## config.mk

```make
export PLATFORM = sky130hd
export DESIGN_NAME = key_debounce_multi
export DESIGN_NICKNAME = d
export VERILOG_FILES = /design/src/rtl/key_debounce_multi.sv
export SDC_FILE = /design/constraint.sdc
export NUM_CORES = 1
export LEC_CHECK = 0
export CAP_MARGIN = 25
export CORE_MARGIN = 5
export CORE_UTILIZATION = 42
export CTS_CLUSTER_DIAMETER = 200
export DETAILED_ROUTE_END_ITERATION = 7
export GPL_TIMING_DRIVEN = 1
export SLEW_MARGIN = 20
export SYNTH_ARGS = -nofsm -noshare
export SYNTH_HDL_FRONTEND = slang
export SYNTH_SLANG_ARGS = --single-unit
```

## constraint.sdc

```tcl
create_clock -name sys_clk -period 3.6 [get_ports sys_clk]
set_clock_uncertainty 0.2 [all_clocks]
set_input_delay 0.9 -clock sys_clk [delete_from_list [all_inputs] [get_ports sys_clk]]
set_output_delay 0.9 -clock sys_clk [all_outputs]
set_load 0.02 [all_outputs]
```

## src/rtl/key_debounce_multi.sv

```systemverilog
// key_debounce_multi: multi-channel active-low push-button front end.
// Each key is synchronised, debounced and classified into press/release/long/repeat strobes.
module key_debounce_multi #(
  parameter int NUM_KEYS     = 4,
  parameter int DB_CYCLES    = 2000000,
  parameter int TICK_CYCLES  = 100000,
  parameter int LONG_TICKS   = 1000,
  parameter int REPEAT_TICKS = 200,
  parameter bit REPEAT_EN    = 1'b1
) (
  input  logic                sys_clk,
  input  logic                sys_rst_n,
  input  logic [NUM_KEYS-1:0] key,
  output logic [NUM_KEYS-1:0] key_value,
  output logic [NUM_KEYS-1:0] press_pulse,
  output logic [NUM_KEYS-1:0] release_pulse,
  output logic [NUM_KEYS-1:0] long_pulse,
  output logic [NUM_KEYS-1:0] repeat_pulse,
  output logic                key_flag
);

  localparam int DB_W     = $clog2(DB_CYCLES + 1);
  localparam int TICK_W   = $clog2(TICK_CYCLES + 1);
  localparam int HOLD_MAX = (LONG_TICKS > REPEAT_TICKS) ? LONG_TICKS : REPEAT_TICKS;
  localparam int HOLD_W   = $clog2(HOLD_MAX + 1);

  localparam logic [DB_W-1:0]   DB_LAST     = DB_W'(DB_CYCLES - 1);
  localparam logic [TICK_W-1:0] TICK_LAST   = TICK_W'(TICK_CYCLES - 1);
  localparam logic [HOLD_W-1:0] LONG_LAST   = HOLD_W'(LONG_TICKS - 1);
  localparam logic [HOLD_W-1:0] REPEAT_LAST = HOLD_W'(REPEAT_TICKS - 1);

  typedef enum logic [1:0] {
    IDLE = 2'd0,
    HELD = 2'd1,
    LONG = 2'd2
  } hold_state_e;

  // Two-flop synchroniser; idles at 1 (released) so reset never fakes a press.
  logic [NUM_KEYS-1:0] key_meta_q;
  logic [NUM_KEYS-1:0] key_s_q;

  always_ff @(posedge sys_clk or negedge sys_rst_n) begin
    if (!sys_rst_n) begin
      key_meta_q <= '1;
      key_s_q    <= '1;
    end else begin
      key_meta_q <= key;
      key_s_q    <= key_meta_q;
    end
  end

  // Shared hold-timing prescaler.
  logic [TICK_W-1:0] tick_cnt_q;
  logic [TICK_W-1:0] tick_cnt_d;
  logic              tick;

  assign tick       = (tick_cnt_q == TICK_LAST);
  assign tick_cnt_d = tick ? '0 : tick_cnt_q + TICK_W'(1);

  always_ff @(posedge sys_clk or negedge sys_rst_n) begin
    if (!sys_rst_n) begin
      tick_cnt_q <= '0;
    end else begin
      tick_cnt_q <= tick_cnt_d;
    end
  end

  logic [NUM_KEYS-1:0] event_d;

  for (genvar gi = 0; gi < NUM_KEYS; gi++) begin : g_chan
    logic              key_value_q;
    logic              key_value_d;
    logic [DB_W-1:0]   db_cnt_q;
    logic [DB_W-1:0]   db_cnt_d;
    logic              press_q;
    logic              press_d;
    logic              release_q;
    logic              release_d;
    logic              long_q;
    logic              long_d;
    logic              repeat_q;
    logic              repeat_d;
    hold_state_e       state_q;
    hold_state_e       state_d;
    logic [HOLD_W-1:0] hold_cnt_q;
    logic [HOLD_W-1:0] hold_cnt_d;

    // Any cycle matching the accepted level restarts the count from zero.
    always_comb begin
      key_value_d = key_value_q;
      db_cnt_d    = '0;
      press_d     = 1'b0;
      release_d   = 1'b0;
      if (key_s_q[gi] != key_value_q) begin
        if (db_cnt_q == DB_LAST) begin
          key_value_d = key_s_q[gi];
          press_d     = ~key_s_q[gi];
          release_d   = key_s_q[gi];
        end else begin
          db_cnt_d = db_cnt_q + DB_W'(1);
        end
      end
    end

    // Edge events take priority over a coincident tick.
    always_comb begin
      state_d    = state_q;
      hold_cnt_d = hold_cnt_q;
      long_d     = 1'b0;
      repeat_d   = 1'b0;
      case (state_q)
        IDLE: begin
          if (press_d) begin
            state_d    = HELD;
            hold_cnt_d = '0;
          end
        end
        HELD: begin
          if (release_d) begin
            state_d    = IDLE;
            hold_cnt_d = '0;
          end else if (tick) begin
            if (hold_cnt_q == LONG_LAST) begin
              long_d     = 1'b1;
              state_d    = LONG;
              hold_cnt_d = '0;
            end else begin
              hold_cnt_d = hold_cnt_q + HOLD_W'(1);
            end
          end
        end
        LONG: begin
          if (release_d) begin
            state_d    = IDLE;
            hold_cnt_d = '0;
          end else if (tick) begin
            if (hold_cnt_q == REPEAT_LAST) begin
              repeat_d   = REPEAT_EN;
              hold_cnt_d = '0;
            end else begin
              hold_cnt_d = hold_cnt_q + HOLD_W'(1);
            end
          end
        end
        default: begin
          state_d    = IDLE;
          hold_cnt_d = '0;
        end
      endcase
    end

    always_ff @(posedge sys_clk or negedge sys_rst_n) begin
      if (!sys_rst_n) begin
        key_value_q <= 1'b1;
        db_cnt_q    <= '0;
        press_q     <= 1'b0;
        release_q   <= 1'b0;
        long_q      <= 1'b0;
        repeat_q    <= 1'b0;
        state_q     <= IDLE;
        hold_cnt_q  <= '0;
      end else begin
        key_value_q <= key_value_d;
        db_cnt_q    <= db_cnt_d;
        press_q     <= press_d;
        release_q   <= release_d;
        long_q      <= long_d;
        repeat_q    <= repeat_d;
        state_q     <= state_d;
        hold_cnt_q  <= hold_cnt_d;
      end
    end

    assign key_value[gi]     = key_value_q;
    assign press_pulse[gi]   = press_q;
    assign release_pulse[gi] = release_q;
    assign long_pulse[gi]    = long_q;
    assign repeat_pulse[gi]  = repeat_q;
    assign event_d[gi]       = press_d | release_d | long_d | repeat_d;
  end

  logic key_flag_q;

  always_ff @(posedge sys_clk or negedge sys_rst_n) begin
    if (!sys_rst_n) begin
      key_flag_q <= 1'b0;
    end else begin
      key_flag_q <= |event_d;
    end
  end

  assign key_flag = key_flag_q;

endmodule

```

==> results.md, run 1 <==
- Final net count: 974
- Mapped Nets: 958
- WL/cell: 14.5 µm
- Critical R2R Launch: g_chan[2].db_cnt_q[0]$_DFF_PN0_
- Routability cong.: 0.799
- CTS Buf Count: 17
- Sequential area share after synthesis: 49.0%
- Buf/Inv on CP: 0
- Synthesis-stage register bit count: 178
- Clk_lat worst skew: 0.42 ns
- Initial core utilization: 42.9%
- Post-DP HPWL: 12.2 mm
- Critical Path Source: g_chan[2].db_cnt_q[0]$_DFF_PN0_
- Mux share of post-synthesis cell area: 1.29%
- Final hold vios: 0
- Share of layout cells above drive strength 1: 7.92%
- Area Overhead vs Synth: 11.1%
- CP Cell Sequence: ha_1, nand4_2, or4_1, or4_4, a21oi_4, and2b_1, mux2_1
- Hold-fix buffers, CTS: 0
- Logic pwr share: 2.3%
- Fraction of synthesized cell area taken by the top area cell type: 45.6%
- Inserted Diodes: 0
- Synth warnings: 0
- Max transition margin: 52.5%
- Top-count cell post-synth: dfrtp_1
- Synth Area in Adders: 2.88%
- DIE AREA: 24700 µm²
- Setup TNS: 0 ns
- Synth Area in Compound Gates: 8.83%
- Maxcap violations: 0
- Initial drt markers: 321
- # Post-CTS Setup Buffers: 0
- EDFF count, synth: 0
- Register share of total power: 52.5%
- Post-synthesis cell type count: 63
- CTS H-tree lvls: 4
- Endpoint class of the critical path: register
- Mapped Avg Cell Area: 9.79 µm²
- Routed WL: 17.9 mm
- CTS Buffer Depth: 2
- Met2 wire length: 8.21 mm
- First-pass GRT wire length: 30.7 mm
- Crit path time final: 3.11 ns
- CP max-delay cell: or4_1
- Initial antenna violation count: 0
- Switching share of power: 23.9%
- Largest family of logic cells by synthesized area: simple AND/OR/NAND/NOR gates
- Cell count after synthesis: 931
- DR vias: 6576
- Vias/cell: 5.32
- Crit share post-route: 86.5%
- Top cells by count, synth: dfrtp_1 (166), nor2_1 (124), nand3_1 (61)
- CTS Sinks: 178
- Tightest Hold Check Type: register to register
- Post-Synth XOR/XNOR Area: 8.07%
- Port Buffers: 26
- CTS clk-pin slew, worst paths: 0.07 ns
- Async set or reset register ratio after synthesis: 100%
- Worst-Margin Slew: 0.702 ns
- Rows: 53
- Core Area: 21200 µm²
- Internal power: 0.00295 W
- CTS tree: done
- M1 wire length: 8.98 mm
- Ports: 27
- Non-filler cells, final: 1235
- DRT antenna net count: 0
- Final Slew Violations: 0
- CP arrival: 3.28 ns
- Cells after DPL: 1203
- GR Overflow Total: 0
- Clk pwr share: 45.2%
- WL met3: 553 µm
- Synth Area in Simple Gates: 26.0%
- Synthesized area: 9110 µm²
- Die H: 157 µm
- CTS root buf: clkbuf_16
- Top cells by area, synth: dfrtp_1 (46%), nor2_1 (5.1%), xnor2_1 (4.0%)
- F_max: 321 MHz
- Dominant synthesized flop cell: dfrtp_1
- Worst R2R Setup Slack: 0.49 ns
- Pwr/cell area: 382 nW/µm²
- RSZ-0062 raised after global routing: false
- DRT Pass-1 Iters: 5
- Vias in the first global route: 6377
- Final setup vio count: 0
- Worst EP required: 3.77 ns
- Largest net degree at the start of global routing: 65
- Post_cts resized: 0
- Synth area leader: dfrtp_1
- Residual DRC: 0
- Gr usage total: 15.0%
- Max Used Layer: met4
- Critical-path maximum fanout: 10
- Leak: 4.40 nW
- Hold path startpoint: key_meta_q[0]$_DFF_PN1_
- Max incr delay on CP: 0.66 ns
- Maximum VDD drop: 239 µV
- Startpoint type of the worst setup path: register
- Delay-heaviest family, CP: simple AND/OR/NAND/NOR gates
- Status: complete, no violations
- Die width: 157 µm
- Final hold slack: 0.157 ns
- Sw power: 0.000924 W
- Setup CP Type: register to register
==> path summary, 6_finish.rpt <==
check	end	cells past startpoint
min in group asynchronous	g_chan[1].db_cnt_q[17]$_DFF_PN0_	1
max in group asynchronous	g_chan[3].hold_cnt_q[0]$_DFFE_PN0P_	2
worst min register to register	key_s_q[0]$_DFF_PN1_	0
worst max register to register	g_chan[2].hold_cnt_q[0]$_DFFE_PN0P_	7
worst max-delay path	g_chan[2].hold_cnt_q[0]$_DFFE_PN0P_	7
worst min-delay path	key_s_q[0]$_DFF_PN1_	0
==> registers in the layout, indices dropped and copies added (netlist names) <==
register	cells
g_chan.db_cnt_q	84
g_chan.hold_cnt_q	40
g_chan.key_value_q	4
g_chan.long_q	4
g_chan.press_q	4
g_chan.release_q	4
g_chan.repeat_q	4
g_chan.state_q	8
key_flag	1
key_meta_q	4
key_s_q	4
tick_cnt_q	17
==> layout by cell type (no fill, tap or decap), drive strengths merged, types with 5 or more instances in the layout <==
cell type and n:
nor2 125, dfrtp 166, clkdlybuf4s50 25, nor2b 21, clkbuf 17, and2 9, nand4 40, nand2 53
or3 11, nor4bb 6, nand2b 7, nand3 62, mux2 6, and3 42, nor3 21, inv 41
dfstp 12, mux2i 5, or2 6, xnor2 42, o21ai 47, buf 10, clkinv 7, nor4 9
nor4b 6, xor2 42, a22o 28, a21oi 28, ha 21, and4 6, or4 5
==> routing by layer <==
layer / track usage [%] / vias up
met3: 3.46 / 5
met1: 20.9 / 3189
met2: 24.1 / 82
met5: 0 / -
met4: 3.44 / 0
li1: - / 3300
==> cell type report <==
| class | instances | area [µm²] |
|---|---|---|
| flip-flops and latches | 178 | 4470 |
| clock buffers | 17 | 425 |
| inverters | 34 | 128 |
| clock inverters | 15 | 126 |
| well taps | 275 | 344 |
| fillers | 2014 | 11100 |
| multi-input cells | 681 | 4290 |
| repair buffers | 35 | 342 |
==> power groups by stage <==
| stage | Combinational [W] | Clock [W] | Sequential [W] |
|---|---|---|---|
| after floorplan | 0.0000335 | 0 | 0.00207 |
| after global placement | 0.0000939 | 0 | 0.00207 |
| after detailed placement | 0.0000943 | 0 | 0.00207 |
| after CTS | 0.0000946 | 0.00181 | 0.00203 |
| after global routing | 0.000107 | 0.00189 | 0.00203 |
| final | 0.0000890 | 0.00175 | 0.00203 |
==> metrics by stage <==
stage	util (%)	setup slack [ns]	area, µm²	power [W]
floorplan	-	0.827	9110	0.00210
global placement	45.1	0.580	9570	0.00216
detailed placement	45.1	0.497	9570	0.00216
CTS	47.7	0.462	10100	0.00394
global route	47.7	0.316	10100	0.00403
finish	47.7	0.487	10100	0.00387
==> logic make-up after synthesis <==
logic type	after synthesis
AOI/OAI and AO/OA	123
xor gates and xnor gates	84
adders and majority gates	21
buffers and inverters	72
DFF	178
muxes	11
and+or+nand+nor	442
==> worst reg2reg max path, cell delays in order (launching register included) <==
cell     delay [ns]
dfrtp_1        0.39
ha_1           0.23
nand4_2        0.15
or4_1          0.66
or4_4          0.58
a21oi_4        0.28
and2b_1        0.39
mux2_1         0.19
Note: power is estimated with default switching activity, not from simulation.
==> run 2, diff against run 1 <==
--- a/config.mk
+++ b/config.mk
@@ -5,7 +5,7 @@
 export SDC_FILE = /design/constraint.sdc
 export NUM_CORES = 1
 export LEC_CHECK = 0
-export CAP_MARGIN = 25
+export CORE_ASPECT_RATIO = 2
 export CORE_MARGIN = 5
 export CORE_UTILIZATION = 42
 export CTS_CLUSTER_DIAMETER = 200
==> results.md, run 2 (synthesis results as in run 1) <==
- Initial drt markers: 369 (was 321)
- Commonest non-fill, non-tap cell in the layout: dfrtp_1 (unchanged)
- Port Buffers: 26 (unchanged)
- Critical-path maximum fanout: 10 (unchanged)
- Delay-heaviest family, CP: simple AND/OR/NAND/NOR gates (unchanged)
- Routability cong.: 0.784 (was 0.799)
- Final setup vio count: 0 (unchanged)
- Clk_lat worst skew: 0.44 ns (was 0.42 ns)
- CTS Buffer Depth: 2 (unchanged)
- Final Slew Violations: 0 (unchanged)
- Inserted Diodes: 0 (unchanged)
- Largest net degree at the start of global routing: 69 (was 65)
- DRT Pass-1 Iters: 5 (unchanged)
- Maxcap violations: 0 (unchanged)
- Post-DP HPWL: 13.9 mm (was 12.2 mm)
- Hold-fix buffers, CTS: 0 (unchanged)
- CP Cell Sequence: ha_1, nand4_2, or4_1, or4_4, a21oi_4, and2b_1, mux2_1 (unchanged)
- Setup CP Type: register to register (unchanged)
- Rows: 76 (was 53)
- Pwr/cell area: 397 nW/µm² (was 382 nW/µm²)
- Crit share post-route: 85.6% (was 86.5%)
- # Post-CTS Setup Buffers: 0 (unchanged)
- Max transition margin: 40.7% (was 52.5%)
- Max reg flops: 84 (unchanged)
- Final core occ: 47.6% (was 47.7%)
- Initial antenna violation count: 0 (unchanged)
- First-pass GRT wire length: 32.9 mm (was 30.7 mm)
- Residual DRC: 0 (unchanged)
- CTS root buf: clkbuf_16 (unchanged)
- Initial core utilization: 42.4% (was 42.9%)
- Crit path time final: 3.08 ns (was 3.11 ns)
- Leak: 4.44 nW (was 4.40 nW)
- DIE AREA: 24900 µm² (was 24700 µm²)
- Vias in the first global route: 6992 (was 6377)
- RSZ-0062 raised after global routing: false (unchanged)
- Setup TNS: 0 ns (unchanged)
- DRT antenna net count: 0 (unchanged)
- Share of layout cells above drive strength 1: 8.20% (was 7.92%)
- GR Overflow Total: 0 (unchanged)
- Core Area: 21500 µm² (was 21200 µm²)
- Gr usage total: 16.5% (was 15.0%)
- CTS Buf Count: 17 (unchanged)
- Worst EP required: 3.78 ns (was 3.77 ns)
- Final hold slack: 0.156 ns (was 0.157 ns)
- CTS H-tree lvls: 4 (unchanged)
- Worst-Margin Slew: 0.881 ns (was 0.702 ns)
- Die H: 218 µm (was 157 µm)
- F_max: 324 MHz (was 321 MHz)
- Final net count: 977 (was 974)
- Final hold vios: 0 (unchanged)
- CTS Sinks: 178 (unchanged)
- Startpoint type of the worst setup path: register (unchanged)
- Tightest Hold Check Type: register to register (unchanged)
- Routed WL: 19.2 mm (was 17.9 mm)
- Die width: 114 µm (was 157 µm)
- CTS clk-pin slew, worst paths: 0.07 ns (about the same)
- DR vias: 6746 (was 6576)
- Most frequent cells in the layout: dfrtp_1 (166), nor2_1 (124), nand3_1 (61) (unchanged)
- Ports: 27 (unchanged)
- Buf/Inv on CP: 0 (unchanged)
- Vias/cell: 5.46 (was 5.32)
- Most flop-heavy register: g_chan.db_cnt_q (unchanged)
- WL/cell: 15.6 µm (was 14.5 µm)
- Non-filler cells, final: 1236 (was 1235)
- Fill cells: 2080 (was 2014)
- Endpoint class of the critical path: register (unchanged)
- CTS tree: done (unchanged)
- Status: complete, no violations (unchanged)
- Biggest regs: g_chan.db_cnt_q x84, g_chan.hold_cnt_q x40, tick_cnt_q x17 (unchanged)
- Maximum VDD drop: 319 µV (was 239 µV)
- CP max-delay cell: or4_1 (unchanged)
- Max incr delay on CP: 0.64 ns (was 0.66 ns)
- Post_cts resized: 0 (unchanged)
- CP arrival: 3.26 ns (was 3.28 ns)
- Area Overhead vs Synth: 12.2% (was 11.1%)
- Cells after DPL: 1204 (was 1203)
## run 2: cell type report
cell class                      count  area [µm²]  area share, %
Sequential cell                   178        4470           43.7
Multi-Input combinational cell    681        4290           42.0
Clock buffer                       17         425           4.16
Clock inverter                     15         181           1.77
Timing Repair Buffer               38         389           3.81
Tap cell                          273         342           3.34
Inverter                           34         128           1.25
## run 2: worst paths after layout
| path | from | end | slack, ns | cells past startpoint |
|---|---|---|---|---|
| setup / recovery | g_chan[2].db_cnt_q[0]$_DFF_PN0_ | g_chan[2].hold_cnt_q[0]$_DFFE_PN0P_ | 0.52 | 7 |
| hold / removal | key_meta_q[0]$_DFF_PN1_ | key_s_q[0]$_DFF_PN1_ | 0.16 | 0 |
| setup reg to reg | g_chan[2].db_cnt_q[0]$_DFF_PN0_ | g_chan[2].hold_cnt_q[0]$_DFFE_PN0P_ | 0.52 | 7 |
| hold reg to reg | key_meta_q[0]$_DFF_PN1_ | key_s_q[0]$_DFF_PN1_ | 0.16 | 0 |
| max in group asynchronous | sys_rst_n | g_chan[3].key_value_q$_DFFE_PN1P_ | 2.21 | 2 |
| min in group asynchronous | sys_rst_n | g_chan[1].db_cnt_q[11]$_DFF_PN0_ | 0.25 | 1 |
## run 2: layer usage
metal	wire, µm	vias to the layer above	track usage [%]
li1	-	3312	-
met1	7470	3327	17.0
met2	10900	77	31.7
met3	443	30	3.71
met4	443	0	6.14
met5	0	-	0
## run 2: power breakdown
| group | leakage (nW) | total, W | switching (W) | internal, W |
|---|---|---|---|---|
| logic | 1.73 | 0.0000946 | 0.0000684 | 0.0000262 |
| registers | 2.42 | 0.00203 | 0.0000144 | 0.00202 |
| clock network | 0.294 | 0.00193 | 0.000832 | 0.00110 |
| total | 4.44 | 0.00406 | 0.000915 | 0.00314 |
## run 2: metrics by stage
stage | instance area (µm²) | worst slack, ns | total power [W]
finish | 10200 | 0.517 | 0.00406
global route | 10200 | 0.356 | 0.00423
CTS | 10200 | 0.518 | 0.00413
detailed placement | 9620 | 0.526 | 0.00217
global placement | 9620 | 0.567 | 0.00217
floorplan | 9110 | 0.827 | 0.00210
==> run 3, diff against run 2 <==
--- a/config.mk
+++ b/config.mk
@@ -8,6 +8,7 @@
 export CORE_ASPECT_RATIO = 2
 export CORE_MARGIN = 5
 export CORE_UTILIZATION = 42
+export CTS_BUF_LIST = sky130_fd_sc_hd__clkbuf_4
 export CTS_CLUSTER_DIAMETER = 200
 export DETAILED_ROUTE_END_ITERATION = 7
 export GPL_TIMING_DRIVEN = 1
==> results.md, run 3 (synthesis results as in run 1) <==
- Commonest non-fill, non-tap cell in the layout: dfrtp_1 (unchanged)
- Die H: 218 µm (unchanged)
- GR Overflow Total: 0 (unchanged)
- Sw power: 0.000814 W (was 0.000915 W)
- DR vias: 6727 (was 6746)
- Fill cells: 2134 (was 2080)
- Share of layout cells above drive strength 1: 8.20% (unchanged)
- RSZ-0062 raised after global routing: false (unchanged)
- Die width: 114 µm (unchanged)
- DRT antenna net count: 0 (unchanged)
- Largest net degree at the start of global routing: 69 (unchanged)
- CP arrival: 3.44 ns (was 3.26 ns)
- Maximum VDD drop: 149 µV (was 319 µV)
- CTS Buffer Depth: 2 (unchanged)
- CTS Sinks: 178 (unchanged)
- F_max: 323 MHz (was 324 MHz)
- Critical R2R Launch: g_chan[2].db_cnt_q[0]$_DFF_PN0_ (unchanged)
- Max transition margin: 40.7% (about the same)
- Routed WL: 19.0 mm (was 19.2 mm)
- Final Slew Violations: 0 (unchanged)
- GRT busiest layer: met2 (unchanged)
- Ports: 27 (unchanged)
- WL/cell: 15.3 µm (was 15.6 µm)
- First-pass GRT wire length: 32.7 mm (was 32.9 mm)
- GR Util met1: 16.8% (was 17.0%)
- Setup TNS: 0 ns (unchanged)
- Leak: 4.31 nW (was 4.44 nW)
- Final setup vio count: 0 (unchanged)
- Area Overhead vs Synth: 8.95% (was 12.2%)
- Biggest regs: g_chan.db_cnt_q x84, g_chan.hold_cnt_q x40, tick_cnt_q x17 (unchanged)
- Final core occ: 46.2% (was 47.6%)
- CTS H-tree lvls: 4 (unchanged)
- Worst R2R Setup Slack: 0.50 ns (was 0.52 ns)
- Setup CP Type: register to register (unchanged)
- CTS clk-pin slew, worst paths: 0.15 ns (was 0.07 ns)
- Crit share post-route: 86.1% (was 85.6%)
- Area occupied by registers: 4470 µm² (unchanged)
- Switching share of power: 24.3% (was 22.5%)
- Place WS: 0.526 ns (unchanged)
- Crit path time final: 3.10 ns (was 3.08 ns)
- Most frequent cells in the layout: dfrtp_1 (166), nor2_1 (124), nand3_1 (61) (unchanged)
- Post-DP HPWL: 13.9 mm (unchanged)
- CTS Buf Count: 17 (unchanged)
- Routability cong.: 0.784 (unchanged)
- DIE AREA: 24900 µm² (unchanged)
- Most flop-heavy register: g_chan.db_cnt_q (unchanged)
- Residual DRC: 0 (unchanged)
- Maxcap violations: 0 (unchanged)
- Multi-input combinational cell area: 4290 µm² (unchanged)
- Critical-path maximum fanout: 10 (unchanged)
- Final hold vios: 0 (unchanged)
- # Post-CTS Setup Buffers: 0 (unchanged)
- Rows: 76 (unchanged)
- Core Area: 21500 µm² (unchanged)
- Max reg flops: 84 (unchanged)
- Worst r2r path cells: 7 (unchanged)
- Pwr/cell area: 337 nW/µm² (was 397 nW/µm²)
- Clk pwr share: 36.4% (was 47.6%)
- Final net count: 977 (unchanged)
- Final instance area: 9930 µm² (was 10200 µm²)
- Vias in the first global route: 6990 (was 6992)
- Tightest Hold Check Type: input port to asynchronous set/reset pin (was register to register)
- RR Endpoint: g_chan[2].hold_cnt_q[0]$_DFFE_PN0P_ (unchanged)
- Vias/cell: 5.44 (was 5.46)
- Status: complete, no violations (unchanged)
- Gr usage total: 16.3% (was 16.5%)
- Clk_lat worst skew: 0.60 ns (was 0.44 ns)
- Worst-Margin Slew: 0.881 ns (about the same)
- Worst EP required: 3.94 ns (was 3.78 ns)
- Met2 GRT Util: 31.4% (was 31.7%)
- CTS root buf: clkbuf_4 (was clkbuf_16)
- Initial antenna violation count: 1 (was 0)
- Post_cts resized: 0 (unchanged)
- Initial core utilization: 42.4% (unchanged)
- Register share of total power: 60.7% (was 50.1%)
- CTS tree: done (unchanged)
- Hold-fix buffers, CTS: 0 (unchanged)
- Placed cell area: 9620 µm² (unchanged)
- Startpoint type of the worst setup path: register (unchanged)
- DRT Pass-1 Iters: 6 (was 5)
- Internal power: 0.00253 W (was 0.00314 W)
- Initial drt markers: 299 (was 369)
- Worst Slack Setup Final: 0.500 ns (was 0.517 ns)
- Logic pwr share: 2.8% (was 2.3%)
- Met3 global-route usage: 3.08% (was 3.71%)
- Port Buffers: 26 (unchanged)
- Endpoint class of the critical path: register (unchanged)
[run 3: layout make-up]
class                      instances  area share, %
clock inverter                    15           1.83
sequential                       178           45.0
tap                              273           3.44
antenna                            1         0.0252
timing repair buffer              38           3.92
inverter                          34           1.29
multi-input combinational        681           43.2
clock buffer                      17           1.29
[run 3: metal layers]
layer  share of wire [%]  routed length, µm
met1                  39               7340
met2                  57              10800
met3                 2.1                392
met4                 2.5                474
met5                   0                  0
[run 3: worst max-delay path by stage]
stage	startpoint	to	slack (ns)	cells past startpoint
after floorplan	g_chan[2].db_cnt_q[0]$_DFF_PN0_	g_chan[2].hold_cnt_q[0]$_DFFE_PN0P_	0.83	8
after global placement	g_chan[2].db_cnt_q[0]$_DFF_PN0_	g_chan[2].hold_cnt_q[0]$_DFFE_PN0P_	0.57	7
after detailed placement	g_chan[2].db_cnt_q[0]$_DFF_PN0_	g_chan[2].hold_cnt_q[9]$_DFFE_PN0P_	0.53	7
after CTS	g_chan[2].db_cnt_q[0]$_DFF_PN0_	g_chan[2].hold_cnt_q[0]$_DFFE_PN0P_	0.50	7
after global routing	g_chan[2].db_cnt_q[0]$_DFF_PN0_	g_chan[2].hold_cnt_q[1]$_DFFE_PN0P_	0.33	7
final	g_chan[2].db_cnt_q[0]$_DFF_PN0_	g_chan[2].hold_cnt_q[0]$_DFFE_PN0P_	0.50	7
[run 3: power groups by stage]
stage               logic (W)  clock network [W]  registers (W)
finish              0.0000945            0.00122        0.00203
floorplan           0.0000335                  0        0.00207
CTS                  0.000101            0.00129        0.00203
global placement     0.000100                  0        0.00207
detailed placement   0.000100                  0        0.00207
global route         0.000114            0.00136        0.00204
[run 3: critical path, cell delays in order, from the launching register on]
cell     delay (ns)
dfrtp_1        0.41
ha_1           0.23
nand4_2        0.15
or4_1          0.64
or4_4          0.57
a21oi_4        0.28
and2b_1        0.38
mux2_1         0.19
[run 3: metrics by stage]
stage	std cells	hold WS [ns]	power, W
2_1_floorplan	931	0.145	0.00210
3_3_place_gp	1204	0.146	0.00217
3_5_place_dp	1204	0.147	0.00217
4_1_cts	1236	0.0472	0.00342
5_1_grt	1237	0.0808	0.00352
6_report	1237	0.0730	0.00335
